===== src/rtl/match_sequencer.sv =====
// Pong match-level sequencer: keeps both scores, times the pause before each serve,
// hands the serve to the player who lost the point, and declares game-over at WIN_SCORE.
module match_sequencer #(
  parameter int unsigned WIN_SCORE   = 7,
  parameter int unsigned DELAY_TICKS = 60
) (
  input  logic       clk,
  input  logic       reset,
  input  logic       start,
  input  logic       tick,
  input  logic       miss_l,
  input  logic       miss_r,
  output logic       serve,
  output logic       serve_side,
  output logic [3:0] score_l,
  output logic [3:0] score_r,
  output logic       game_over,
  output logic       winner
);

  localparam int unsigned    CW      = (DELAY_TICKS == 0) ? 1 : $clog2(DELAY_TICKS + 1);
  localparam logic [CW-1:0]  CNT_END = CW'(DELAY_TICKS);
  localparam logic [3:0]     WIN     = 4'(WIN_SCORE);

  typedef enum logic [2:0] {IDLE, DELAY, SERVE, PLAY, POINT, OVER} state_t;

  state_t        state, state_n;
  logic [CW-1:0] cnt, cnt_n;
  logic          serve_n, serve_side_n, game_over_n, winner_n;
  logic [3:0]    score_l_n, score_r_n;

  always_ff @(posedge clk or posedge reset) begin
    if (reset) begin
      state      <= IDLE;
      cnt        <= '0;
      serve      <= 1'b0;
      serve_side <= 1'b0;
      score_l    <= '0;
      score_r    <= '0;
      game_over  <= 1'b0;
      winner     <= 1'b0;
    end else begin
      state      <= state_n;
      cnt        <= cnt_n;
      serve      <= serve_n;
      serve_side <= serve_side_n;
      score_l    <= score_l_n;
      score_r    <= score_r_n;
      game_over  <= game_over_n;
      winner     <= winner_n;
    end
  end

  // Outputs are computed as next-state values so every output is a register.
  always_comb begin
    state_n      = state;
    cnt_n        = cnt;
    serve_n      = 1'b0;
    serve_side_n = serve_side;
    score_l_n    = score_l;
    score_r_n    = score_r;
    game_over_n  = game_over;
    winner_n     = winner;
    case (state)
      IDLE: begin
        score_l_n    = '0;
        score_r_n    = '0;
        serve_side_n = 1'b0;
        cnt_n        = '0;
        if (start) state_n = DELAY;
      end
      DELAY: begin
        if (cnt == CNT_END) begin
          cnt_n   = '0;
          state_n = SERVE;
          serve_n = 1'b1;
        end else if (tick) begin
          cnt_n = cnt + CW'(1);
        end
      end
      SERVE: state_n = PLAY;
      PLAY: begin
        if (miss_l && miss_r) begin
          state_n = DELAY;
        end else if (miss_r) begin
          score_l_n    = score_l + 4'd1;
          serve_side_n = 1'b1;
          state_n      = POINT;
        end else if (miss_l) begin
          score_r_n    = score_r + 4'd1;
          serve_side_n = 1'b0;
          state_n      = POINT;
        end
      end
      POINT: begin
        if (score_l == WIN) begin
          state_n     = OVER;
          game_over_n = 1'b1;
          winner_n    = 1'b0;
        end else if (score_r == WIN) begin
          state_n     = OVER;
          game_over_n = 1'b1;
          winner_n    = 1'b1;
        end else begin
          state_n = DELAY;
        end
      end
      OVER: begin
        if (start) begin
          state_n      = DELAY;
          score_l_n    = '0;
          score_r_n    = '0;
          serve_side_n = 1'b0;
          winner_n     = 1'b0;
          game_over_n  = 1'b0;
          cnt_n        = '0;
        end
      end
      default: state_n = IDLE;
    endcase
  end

endmodule


===== config.mk =====
export PLATFORM = sky130hd
export DESIGN_NAME = match_sequencer
export DESIGN_NICKNAME = d
export VERILOG_FILES = /design/src/rtl/match_sequencer.sv
export SDC_FILE = /design/constraint.sdc
export NUM_CORES = 1
export LEC_CHECK = 0
export ABC_CLOCK_PERIOD_IN_PS = 2800
export BUFFER_PORTS_ARGS = -buffer_cell sky130_fd_sc_hd__buf_4
export CORE_MARGIN = 10
export CORE_UTILIZATION = 30
export CTS_BUF_LIST = sky130_fd_sc_hd__clkbuf_4 sky130_fd_sc_hd__clkbuf_8
export CTS_CLUSTER_SIZE = 25
export DETAILED_ROUTE_END_ITERATION = 7
export HOLD_SLACK_MARGIN = 0.05
export PLACE_DENSITY = 0.56
export SLEW_MARGIN = 20
export SYNTH_ARGS = -nofsm -noshare
export SYNTH_HDL_FRONTEND = slang
export SYNTH_SLANG_ARGS = --single-unit

===== constraint.sdc =====
create_clock -name clk -period 2.8 [get_ports clk]
set_input_delay 0.56 -clock clk [delete_from_list [all_inputs] [get_ports clk]]
set_output_delay 0.56 -clock clk [all_outputs]
set_load 0.1 [all_outputs]

# Word-level counts from Yosys, hierarchy flattened
# Cells that the tools add are included.
# op_classes
addsub	3
n_eq_ne	19
n_mux	32
n_reduce_logical	12
# ops
operator	n
2-to-1 mux 4 bit	6
case mux 4 bit (3 select lines)	2
2-to-1 mux 3 bit	7
2-to-1 mux 6 bit	3
case mux 6 bit (3 select lines)	1
case mux 3 bit (5 select lines)	1
!= test 2 bit (second input constant)	6
2-to-1 mux 1 bit	9
!= test 3 bit (second input constant)	3
AND reduction 3 bit	3
adder 4 x 1 -> 4 bit (second input constant)	2
== test 4 x 3 -> 1 bit (second input constant)	2
AND reduction 4 bit	2
adder 6 x 1 -> 6 bit (second input constant)	1
== test 3 x 2 -> 1 bit (second input constant)	2
== test 3 bit (second input constant)	2
== test 6 bit (second input constant)	1
nonzero test 3 bit	2
AND reduction 5 bit	1
!= test 4 bit (second input constant)	1
case mux 1 bit (2 select lines)	2
== test 3 x 1 -> 1 bit (second input constant)	1
zero test 3 bit	1
case mux 1 bit (3 select lines)	1
other kinds (4)	4
# totals
register_bits	21
output_inout_bits	12
wordCells	74

# Depth between registers and ports, before layout
# Gate-level depths: netlist of the first run.
# logic_depth
depth_word	5
ltp_mapped	6
ltp_nobuf	5

# Worst setup path before layout of the first run
# No wires, ideal clock.
# synth_path
path_kind	reg-to-reg
from	register score_r[1]
to	register winner
arrival_time_ns	2.206
required_ns	2.642
setup_slack_ns	0.436
stages_incl_launch_ff	5
path_buffers	0
period_less_slack_ns	2.364
path_cell_list	dfrtp_1 > ha_1 > nand3b_1 > a2111oi_0 > o21ai_0
# synth_via
elab_chain_cells	3
# synth_rtl
element	line	source
start, declared	16	output logic [3:0] score_r,
start signal, assigned	48	score_r <= score_r_n;
== test 4 x 3 -> 1 bit	100	end else if (score_r == WIN) begin
!= test 3 bit (no line)	--	
AND reduction 3 bit (no line)	--	
end signal, assigned	50	winner <= winner_n;
end, declared	18	output logic winner
# Every way passes these cells.
# A chain may end at the register's enable or synchronous reset.

# Worst setup path after layout of the first run
# layout_path
from	register state[0]
to	register cnt[2]
# layout_via
elab_chain_cells	3
elab_cells_between_ends	8
classes_between	eq/ne (4); mux (1); reduce/logical (3)
# layout_rtl
element	line	source
start, declared	27	state_t state, state_n;
start signal, assigned	43	state <= state_n;
== test 3 x 1 -> 1 bit, or another cell as far along	64	case (state)
!= test 3 bit (no line), or another cell as far along	--	
AND reduction 3 bit (no line)	--	
end signal, assigned	44	cnt <= cnt_n;
end, declared	28	logic [CW-1:0] cnt, cnt_n;
# Several ways; a longest one is shown, not always the timed one.

==> flow_summary.toml, run 1 <==
[outcome]
outcome = "completed"

[placement]
pre_cts_slack_ns = 0.845
post-dp-hpwl_um = 2010
place_congestion = 0.746
port_buffers = 17
numPlacedInstances = 196

[global_routing]
grt_overflow = 0
grt_antenna_before_repair = 0
grt_max_degree = 22
grt_pass1_vias = 1038
grt_pass1_wl_um = 4630
grt.total_usage = 0.0779

[critical_path]
crit_family = "compound AO/OA/AOI/OAI gates"
reg2reg_depth = 4
crit_chain = "nand3_1 -> and3b_1 -> a221o_1 -> a221o_1"
path_buf_inv = 0
reg2reg_from = "state[0]"
endpoint_kind = "register"
crit_required_ns = 2.95
cpMostUsedCell = "a221o_1"
reg2reg_to = "cnt[2]"
regToRegSetupSlack_ns = 0.88
max_stage_delay_ns = 0.65
cp.arrival_ns = 2.07
crit_slowest_cell = "dfrtp_1"
worst-path-max-fanout = 19
cp_num_cells = 4
start_kind = "register"
crit_type = "reg -> reg"

[clocking]
clockBufferDepth = 2
cts_buffers = 3
cts_tree = "yes"
cts.sinks = 21
root_buffer = "clkbuf_8"
ctsResizeCount = 0
ctsHoldBuffers = 0
clk_pin_slew_worst_paths_ns = 0.07
post-cts-setup-buffers = 0
htreeDepth = 1
clock_latency_ns = 0.26

[flow_run]
maxCapViolCount = 0

[final_layout]
layout.cells.non_filler = 200
drive_above_1_share = 0.180
final_util = 0.360
fin_nets = 161
num-fill-cells = 427
antenna_cells = 0
area_growth_syn_to_layout_pct = 16.7

[detailed_routing]
num_vias = 1063
drt_iter0_markers = 29
via_per_inst = 5.32
drc = 0
totalWireLength_um = 2670
ant_nets = 0
drtPass1Iterations = 4
drt-wirelength-per-cell_um = 13.3

[power_and_ir_drop]
vdd_drop_max_v = 0.000456
p_per_area_nw_per_um2 = 1110
p_leak_nw = 0.659

[logic_synthesis]
synth_fp_nets = 145
yosys.area.top_type_share = 0.426
yosysMostFrequentCell = "dfrtp_1"
ys_seq_elements = 21
synthCells = 135
synth-edff-count = 0
yosysSeqAreaShare = 0.426
synth_top_area_cell = "dfrtp_1"
ys_types = 43
synth_ff_type = "dfrtp_1"
synth_common_cells = "dfrtp_1, nand2_1, nand3_1"
syn_area_um2 = 1230
synth.area.top_cells = "dfrtp_1, nand3_1, nand2_1"
yosysWarnings = 0
synth_area_per_cell_um2 = 9.15
ys_async_sr_fraction = 1.00

[timing]
finalSetupTns_ns = 0
setup_viol_count_final = 0
relSlewSlack = 0.468
hold_viol = 0
tightestPinTransition_ns = 0.798
finalClockSkew_ns = 0.000981
rsz0062_at_grt = "no"
fmax_mhz = 522
period_share = 0.685
period_needed_ns = 1.92
slew_viol_final = 0
fin_ws_ns = 0.883
holdWs_ns = 0.450

[floorplan]
die_w_um = 84.2
start_util = 0.309
io_pins = 18
design.core.area_um2 = 4000
core.rowCount = 23
fp.dieH_um = 84.2
die-area_um2 = 7080

[hold_path]
hp-class = "in -> async"
[power breakdown]
group,internal (mW),switching (mW)
combinational,0.273,0.582
clock,0.111,0.0969
sequential,0.406,0.134
[flip-flops by register name, indices dropped and copies added (netlist names)]
name / cells
cnt: 6
game_over: 1
score_l: 4
score_r: 4
serve: 1
serve_side: 1
state: 3
winner: 1
[final cells by class]
cell class              count  area [um^2]  area share
clock buffers               4         48.8      0.0339
flip-flops and latches     21          526       0.365
inverters                   6         22.5      0.0156
multi-input cells         102          654       0.454
well taps                  50         62.6      0.0434
repair buffers             17          128      0.0885
[per-layer routing]
metal | global-route usage | vias to the layer above | wire length, um
li1 | - | 523 | -
met3 | 0.0290 | 5 | 132
met2 | 0.128 | 21 | 1290
met1 | 0.0888 | 514 | 1210
met5 | 0 | - | 0
met4 | 0.0320 | 0 | 38
[placed cells by master, fill, tap and decap left out, types with 2 or more instances in the layout]
cell type   n
o21ai_0     8
and3_1      3
inv_1       6
nand3_1    13
a21oi_1     4
nor4_1      2
nor2_1      9
nand3b_1    4
mux2i_1     2
clkbuf_8    3
or2_2       2
ha_1        4
nor3_1      2
nand2_1    15
dfrtp_1    21
nand2b_1    2
a211o_1     3
and2_1      2
a221o_1     2
buf_4      17
and3b_1     2
nor2b_1     3
[kinds of logic after synthesis]
family	synth area share
AOI/OAI and AO/OA	0.157
and+or+nand+nor	0.299
DFF	0.426
muxes	0.0253
buffers and inverters	0.0456
adders and majority gates	0.0405
xor gates and xnor gates	0.00709
[metrics by stage]
stage                     power, mW  area (um^2)
after floorplan                1.24         1230
after global placement         1.39         1390
after detailed placement       1.41         1390
after CTS                      1.62         1440
after global routing           1.73         1440
final                          1.60         1440
[worst register-to-register path, delay by kind of cell, from the launching register on]
kind            cells  cell delay, ns
compound gates      2            0.80
simple gates        2            0.37
flops               1            0.65
[how the worst max path moves through the flow]
| stage | start | endpoint |
|---|---|---|
| finish | state[0] | cnt[2] |
| global route | state[0] | cnt[2] |
| CTS | score_r[1] | winner |
| detailed placement | score_r[1] | winner |
| global placement | score_r[1] | winner |
| floorplan | score_r[1] | winner |
No activity file was read; power rests on OpenSTA's default activity.
==> run 2, diff against run 1 <==
--- a/config.mk
+++ b/config.mk
@@ -5,7 +5,7 @@
 export SDC_FILE = /design/constraint.sdc
 export NUM_CORES = 1
 export LEC_CHECK = 0
-export ABC_CLOCK_PERIOD_IN_PS = 2800
+export ABC_CLOCK_PERIOD_IN_PS = 1650
 export BUFFER_PORTS_ARGS = -buffer_cell sky130_fd_sc_hd__buf_4
 export CORE_MARGIN = 10
 export CORE_UTILIZATION = 30
@@ -13,7 +13,7 @@
 export CTS_CLUSTER_SIZE = 25
 export DETAILED_ROUTE_END_ITERATION = 7
 export HOLD_SLACK_MARGIN = 0.05
-export PLACE_DENSITY = 0.56
+export PLACE_DENSITY = 0.58
 export SLEW_MARGIN = 20
 export SYNTH_ARGS = -nofsm -noshare
 export SYNTH_HDL_FRONTEND = slang
==> constraint.sdc (replaced) <==
create_clock -name clk -period 1.65 [get_ports clk]
set_input_delay 0.33 -clock clk [delete_from_list [all_inputs] [get_ports clk]]
set_output_delay 0.33 -clock clk [all_outputs]
set_load 0.1 [all_outputs]
==> run 2 against run 1 <==
  * Clock power is 64% higher
  * Critical path type unchanged
  * Power is 100% higher
  * Critical endpoint is now score_l[3]
  * Largest cell class unchanged
  * Clock skew is 0.0064 ns higher
==> flow_summary.toml, run 2 (synthesis gave the netlist of run 1 again) <==
[timing]
finalSetupTns_ns = 0
setup_viol_count_final = 0
hold_viol = 0
rsz0062_at_grt = "yes"
slew_viol_final = 0
tightestPinTransition_ns = 0.343
fmax_mhz = 621
period_needed_ns = 1.61
holdWs_ns = 0.0955
period_share = 0.976
relSlewSlack = 0.771
finalClockSkew_ns = 0.00741

[outcome]
outcome = "completed"

[critical_path]
crit_slowest_cell = "dfrtp_2"
crit_required_ns = 1.85
endpoint_kind = "register"
reg2reg_depth = 5
crit_type = "reg -> reg"
start_kind = "register"
max_stage_delay_ns = 0.41
regToRegSetupSlack_ns = 0.04
reg2reg_from = "state[0]"
cp.arrival_ns = 1.81
worst-path-max-fanout = 4
crit_chain = "clkbuf_2 -> or3_4 -> o211a_4 -> or4_1 -> nand3_1"
reg2reg_to = "score_l[3]"

[global_routing]
grt_pass1_vias = 1221
grt.total_usage = 0.0853
grt_overflow = 0
grt_antenna_before_repair = 0
grt_pass1_wl_um = 5280
grt_max_degree = 22

[clocking]
cts_tree = "yes"
cts_buffers = 3
htreeDepth = 1
root_buffer = "clkbuf_8"
cts.sinks = 21
clock_latency_ns = 0.26
clk_pin_slew_worst_paths_ns = 0.08
ctsHoldBuffers = 0
clockBufferDepth = 2

[final_layout]
layout_commonest_cell = "buf_4"
regArea_um2 = 548
drive_above_1_share = 0.430
num-fill-cells = 392
final_cell_mix = "buf_4, nand2_1, nand3_1, dfrtp_1, nor2_1"
area_growth_syn_to_layout_pct = 41.9
layout.cells.non_filler = 229
multi_input_area_um2 = 731
reg.largest.list = "cnt x6, score_l x4, score_r x4"
largest_reg_flops = 6
top_register = "cnt"
antenna_cells = 0
fin_nets = 190

[floorplan]
start_util = 0.309
die_w_um = 84.2
core.rowCount = 23
die-area_um2 = 7080
design.core.area_um2 = 4000
fp.dieH_um = 84.2
io_pins = 18

[hold_path]
hp-class = "in -> async"

[placement]
port_buffers = 17
numPlacedInstances = 216
place_congestion = 0.829
post-dp-hpwl_um = 2270

[power_and_ir_drop]
p_per_area_nw_per_um2 = 1840
p_leak_nw = 0.787
power_mw = 3.22
vdd_drop_max_v = 0.000780

[flow_run]
maxCapViolCount = 0

[detailed_routing]
totalWireLength_um = 3250
drt_iter0_markers = 43
drc = 0
drtPass1Iterations = 4
drt-wirelength-per-cell_um = 14.2
num_vias = 1171
via_per_inst = 5.11
ant_nets = 0
run 2: changes by cell type in the layout (fill, tap and decap cells not counted), sizes merged:
cell    change
buf        +28
clkinv      +1
run 2: stage by stage:
| step | setup WS [ns] | instance area (um^2) | utilization |
|---|---|---|---|
| floorplan | -0.00637 | 1290 | - |
| global placement | 0.0110 | 1590 | 0.397 |
| detailed placement | -0.0561 | 1590 | 0.397 |
| CTS | -0.00903 | 1640 | 0.411 |
| global route | -0.0130 | 1750 | 0.438 |
| finish | 0.0392 | 1750 | 0.438 |
run 2: how the worst max path moves through the flow:
stage / start / to / depth (start not counted)
5_1_grt: state[0] / score_r[3] / 5
4_1_cts: cnt[0] / cnt[2] / 5
6_report: state[0] / score_l[3] / 5
2_1_floorplan: state[1] / score_l[3] / 6
3_3_place_gp: state[0] / cnt[2] / 4
3_5_place_dp: state[0] / cnt[2] / 4
run 2: worst max-delay path, delay by kind of cell, from the launching register on:
kind / cells / cell delay, ns
simple gates: 3 / 0.86
compound gates: 1 / 0.14
buf+inv: 1 / 0.14
flops: 1 / 0.41
run 2: report_power, final:
part	switching, mW	internal, mW
clock	0.173	0.168
combinational	1.23	0.772
sequential	0.162	0.716
run 2: routing by layer:
| metal | routed length, um | track usage |
|---|---|---|
| met5 | 0 | 0 |
| met4 | 7 | 0.0167 |
| met3 | 140 | 0.0309 |
| met2 | 1720 | 0.155 |
| met1 | 1380 | 0.0924 |
run 2: cell type report:
class,instances,share of cell area
clock inverter,1,0.00286
tap,50,0.0357
inverter,6,0.0128
multi-input combinational,102,0.417
timing repair buffer,46,0.196
sequential,21,0.313
clock buffer,3,0.0236
run 2: timing repair:
| item | CTS | global route |
|---|---|---|
| pin swaps | 0 | 5 |
| resized for setup | 3 | 13 |
| setup buffers | 0 | 9 |
| endpoints found under the setup margin | 4 | 9 |
